==> config.mk <==
export PLATFORM = sky130hd
export DESIGN_NAME = regfile
export DESIGN_NICKNAME = d
export VERILOG_FILES = /design/src/rtl/regfile_pkg.sv /design/src/rtl/regfile_rdport.sv /design/src/rtl/regfile.sv
export SDC_FILE = /design/constraint.sdc
export NUM_CORES = 2
export LEC_CHECK = 0
export ABC_CLOCK_PERIOD_IN_PS = 5200
export BUFFER_PORTS_ARGS = -buffer_cell sky130_fd_sc_hd__buf_2
export CORE_MARGIN = 2
export CORE_UTILIZATION = 39
export CTS_BUF_LIST = sky130_fd_sc_hd__clkbuf_4
export DETAILED_ROUTE_END_ITERATION = 10
export PLACE_DENSITY = 0.6
export RECOVER_POWER = 50
export SYNTH_ARGS = -nofsm -noshare
export SYNTH_HDL_FRONTEND = slang
export SYNTH_SLANG_ARGS = --single-unit
==> constraint.sdc <==
create_clock -name clk -period 5.2 [get_ports clk]
set_input_delay 0.78 -clock clk [delete_from_list [all_inputs] [get_ports clk]]
set_output_delay 0.78 -clock clk [all_outputs]
set_load 0.01 [all_outputs]
==> src/rtl/regfile_pkg.sv <==
// regfile_pkg: shared register-file widths, constants and control levels.
package regfile_pkg;
  localparam int RegNum = 32;
  localparam int RegNumLog2 = 5;
  localparam int RegDataWidth = 32;
  typedef logic [RegNumLog2-1:0] reg_addr_t;
  typedef logic [RegDataWidth-1:0] reg_data_t;
  localparam reg_data_t ZeroWord = 32'h0000_0000;
  localparam reg_addr_t NOPRegAddr = 5'd0;
  localparam logic RstEnable = 1'b1;
  localparam logic WriteEnable = 1'b1;
  localparam logic ReadEnable = 1'b1;
endpackage

==> src/rtl/regfile_rdport.sv <==
// regfile_rdport: one combinational read port with same-cycle write-through bypass.
module regfile_rdport
  import regfile_pkg::*;
(
  input  logic      rst,
  input  logic      re,
  input  reg_addr_t raddr,
  input  reg_data_t word,
  input  logic      we,
  input  reg_addr_t waddr,
  input  reg_data_t wdata,
  output reg_data_t rdata
);
  logic rd_en;
  logic bypass;
  always_comb begin
    rd_en  = (rst != RstEnable) && (raddr != NOPRegAddr) && (re == ReadEnable);
    bypass = (we == WriteEnable) && (raddr == waddr);
    rdata  = !rd_en ? ZeroWord : bypass ? wdata : word;
  end
endmodule

==> src/rtl/regfile.sv <==
// regfile: 32x32 register file, one write port, two bypassing read ports; r0 reads as zero.
module regfile
  import regfile_pkg::*;
(
  input  logic      clk,
  input  logic      rst,
  input  logic      we,
  input  reg_addr_t waddr,
  input  reg_data_t wdata,
  input  logic      re1,
  input  reg_addr_t raddr1,
  output reg_data_t rdata1,
  input  logic      re2,
  input  reg_addr_t raddr2,
  output reg_data_t rdata2
);
  reg_data_t regs [RegNum];
  always_ff @(posedge clk) begin
    if (rst == RstEnable) begin
      for (int i = 0; i < RegNum; i++) regs[i] <= ZeroWord;
    end else if (we == WriteEnable && waddr != NOPRegAddr) begin
      regs[waddr] <= wdata;
    end
  end
  regfile_rdport u_rd1 (
    .rst(rst), .re(re1), .raddr(raddr1), .word(regs[raddr1]),
    .we(we), .waddr(waddr), .wdata(wdata), .rdata(rdata1)
  );
  regfile_rdport u_rd2 (
    .rst(rst), .re(re2), .raddr(raddr2), .word(regs[raddr2]),
    .we(we), .waddr(waddr), .wdata(wdata), .rdata(rdata2)
  );
endmodule

# Yosys cells after proc, flatten, opt, wreduce, memory -nomap -nowiden
# Memories as Yosys holds them, arrays and structs flattened.
# Index checks and enable logic that the tools add are counted.
[op_classes]
addsub = 0
mul = 0
n_div = 0
n_lt_le_gt_ge = 0
eq_ne = 2
shifts = 0
muxes = 12
bitwise = 1
reduce_logical = 11
[ops]
columns = ["op", "count"]
rows = [
  ["2-to-1 mux 32 bit", 5],
  ["OR reduction 32 bit", 1],
  ["nonzero test 5 bit", 3],
  ["equality test 5 bit", 2],
  ["logical AND 1 bit", 7],
  ["2-to-1 mux 1 bit", 6],
  ["2-to-1 mux 5 bit", 1],
  ["NOT 1 bit", 1],
]
[totals]
ff_bits = 0
latchBits = 0
ram_bits = 1024
mem_bits_ro = 0
in_bits = 52
out_inout_bits = 64
wordCells = 27
n_memories = 1
[memory_table]
columns = ["memory", "depth", "width", "rd", "rd_ports_with_merged_regs", "write_ports", "line", "source"]
rows = [
  ["regs", 32, 32, 2, 0, 32, "regfile.sv:17", "reg_data_t regs [RegNum];"],
]

# Logic depth before layout (Yosys ltp)
[depth]
word_depth = 7
depth_mapped = 10
mapped_depth_nobuf = 5

# Modules after synthesis
# Synthesis repeated with hierarchy kept, for this count alone.
[unflattened]
hier_cells = 4853
area_unflattened_um2 = 57204.9
[by_module_without_submodules]
columns = ["module", "n_inst", "cells_each", "area_per_inst_um2", "seq_area_each_um2"]
rows = [
  ["regfile", 1, 4605, 55896.1, 30749.5],
  ["regfile_rdport", 2, 124, 654.4, 0.0],
]

# Least setup slack after synthesis
# No wires, ideal clock.
[synth_timing]
kind = "input-to-reg"
from = "input waddr[3]"
to = "memory regs[8][0] in the netlist's numbering (enable)"
setup_ns = 0.466
arrival_ns = 3.882
t_required_ns = 4.734
slack_ns = 0.852
cell_stages = 4
n_path_buf = 2
cell_sequence = "clkbuf_1 -> or3b_1 -> clkbuf_1 -> o21ai_0"
[synth_lines]
columns = ["element", "line", "source"]
rows = [
  ["start, declared", "regfile.sv:8", "input reg_addr_t waddr,"],
  ["end, declared", "regfile.sv:17", ""],
]

==> summary.md <==
| Metric | Value |
|---|---|
| Status | `finished, violations left` |
| Failing checks | `capacitance limit, slew limit` |
| Pwr/cell area | `314.6 mW/mm^2` |
| Max-Cap Viols | `46` |
| Final hold vios | `0` |
| Slew headroom | `-135.0%` |
| FF+latch count, synth | `1024` |
| Synth top area share | `56.02%` |
| # DRC | `0` |
| Via density per instance | `6.101` |
| Endpoint class of the critical path | `register` |
| Post-route minimum period | `4.792 ns` |
| Critical path data arrival time | `5.62 ns` |
| Max reg flops | `1024` |
| CP cell instances | `dlygate4sd3_1, buf_2, nand2b_1, nor2_1, nand2_1, clkbuf_1, o21ai_0, buf_4` |
| Multi-input gate area | `0.02278 sq mm` |
| HP Class | `in -> reg` |
| Global-route wire length before repair | `267900 um` |
| Htree depth | `5` |
| Fin Setup TNS | `0 ns` |
| Fmax | `0.2087 GHz` |
| CTS buffer count | `287` |
| Area growth syn-to-layout | `11.43%` |
| DP HPWL | `114800 um` |
| Post-Route WL | `190100 um` |
| RSZ-0062 raised after global routing | `false` |
| Crit path launch type | `input pin` |
| Post-CTS setup buffer count | `0` |
| CP peak stage delay | `2.24 ns` |
| Seq/Total Area, Yosys | `56.02%` |
| DRT antenna net count | `0` |
| Initial DRC Count | `4625` |
| Die height | `379.2 um` |
| Cell variety after synth | `43` |
| Number of synthesized flops with an enable pin | `1024` |
| Leak | `21.11 nW` |
| Synth Flop Type | `edfxtp_1` |
| Wire per inst | `32.19 um` |
| Number of global-route vias before repair | `36760` |
| Crit Path Category | `in -> reg` |
| Final Max Tran Viols | `1031` |
| Global route overflow | `0` |
| Synthesized area | `0.05489 sq mm` |
| Synth area leader | `edfxtp_1` |
| Worst path required time | `6.02 ns` |
| Final std cells w/o fill | `5905` |
| CP max-delay cell | `o21ai_0` |
| CTS tree | `yes` |
| Sequential cell area | `0.03075 sq mm` |
| Die W | `379.2 um` |
| Crit-path max FO | `19` |
| Gp weighted congestion | `0.8710` |
| Largest regs | `regs (1024)` |
| Vias | `36030` |
| Syn_area_per_cell | `15.00 sq um` |
| Die area | `0.1438 sq mm` |
| Final period util | `92.15%` |
| Core footprint | `0.1395 sq mm` |
| Worst-path clk slew | `0.07 ns` |
| Core Rows | `137` |
| Max clock buf depth | `4` |
| Initial core utilization | `39.34%` |
| Final Setup Violations | `0` |
| Synth warnings | `0` |
| FILL cells | `12560` |
| Initial antenna violation count | `15` |
| Fraction of registers with async set/reset | `0%` |
| Maximum vdd ir drop | `186.8 uV` |
| Pre-antenna DRT Iters | `6` |
| Synth top area cells | `edfxtp_1 56%, mux4_2 19%, and2_1 11%` |
| Ports | `116` |
| Top reg by flops | `regs` |
| Clk sinks | `1024` |
| Largest net degree at the start of global routing | `52` |
| Synthesized instance count | `3659` |
| Worst-Margin Slew | `3.512 ns` |
| CTS Root Cell | `clkbuf_4` |
| Port bufs | `115` |
| Share of layout cells above drive strength 1 | `30.35%` |
| All-Layer GR Usage | `26.43%` |
| Nets | `3902` |
| DP Cell Count | `5436` |
==> per-stage QoR <==
| step | power (mW) | utilization (%) | instance area (sq um) | hold slack, ns | setup WS, ns |
|---|---|---|---|---|---|
| finish | 19.24 | 43.84 | 61170 | 0.1954 | 0.4083 |
| floorplan | 11.34 | - | 55010 | 0.9782 | 0.8519 |
| detailed placement | 12.28 | 41.80 | 58320 | 1.277 | 0.7141 |
| CTS | 19.33 | 44.16 | 61610 | 0.05833 | 0.4877 |
| global route | 19.88 | 43.82 | 61150 | 0.1274 | 0.3479 |
| global placement | 12.26 | 41.80 | 58320 | 1.263 | 0.7125 |
==> power by group <==
| part | total [mW] | internal [mW] | switching (mW) |
|---|---|---|---|
| clock network | 7.10 | 3.62 | 3.48 |
| registers | 9.78 | 9.55 | 0.238 |
| logic | 2.36 | 0.973 | 1.38 |
| total | 19.2 | 14.1 | 5.11 |
==> critical path, delay by kind of cell <==
family	cells	cell delay, ns
compound gates	1	2.24
buf+inv	4	1.86
simple gates	3	0.70
==> layout by cell type, fill, tap and decap left out, types with 36 or more instances in the layout <==
cell and n:
nand3_1 46, mux2i_1 148, mux2_2 41, buf_2 108, clkbuf_4 408, nand2_1 71
edfxtp_1 1024, mux4_2 472, a21oi_1 66, buf_4 110, nor2b_1 36, a22oi_1 105
and2_1 622, and2_0 372
==> cell families (layout without fill, tap and decap cells) <==
logic type,after synthesis,count (layout),share of synthesized area [%]
AO/OA/AOI/OAI,352,352,4.499
XOR/XNOR,10,10,0.1595
buffers and inverters,400,726,3.187
flip-flops,1024,1024,56.02
multiplexers,661,661,22.91
other,1,45,0.006832
AND/OR/NAND/NOR,1211,1211,13.22
==> repair_timing <==
item | in CTS | in global routing
hold endpoints to repair | 9 | 0
hold buffers | 1 | 0
gates resized for setup | 0 | 0
==> layer usage <==
| layer | routed length [um] | track usage [%] | vias up | share of wire [%] |
|---|---|---|---|---|
| met5 | 28 | 0 | - | 0.015 |
| met4 | 7546 | 11.70 | 4 | 4.0 |
| met3 | 20080 | 6.801 | 406 | 11 |
| met2 | 86460 | 40.08 | 2245 | 45 |
| met1 | 75950 | 35.82 | 18770 | 40 |
| li1 | - | - | 14610 | - |
==> final timing paths <==
check / startpoint / endpoint / slack (ns) / depth (start not counted)
min: wdata[9] / regs[16][9] / 0.20 / 2
max: rst / regs[10][13] / 0.41 / 8
==> layout make-up <==
class / count / share of cell area, %
tap: 1876 / 3.837
multi-input combinational: 2266 / 37.24
clock inverter: 47 / 0.3600
clock buffer: 408 / 5.008
timing repair buffer: 270 / 3.224
inverter: 1 / 0.006137
antenna: 13 / 0.05318
sequential: 1024 / 50.27
==> synth_stat cells (12+ instances only) <==
master and count:
edfxtp_1 1024, and2_1 995, mux4_2 472, clkbuf_1 302, mux2i_1 148, a22oi_1 105
nand2_1 71, a21oi_1 66, buf_2 58, nand3_1 46, mux2_2 41, nor2b_1 40
nor2_1 38, a211o_1 32, a211oi_1 31, o21ai_0 31, o22ai_1 31, a22o_1 23
a221oi_1 18, buf_1 15, buf_6 12
Power figures use the tool's default switching activity.
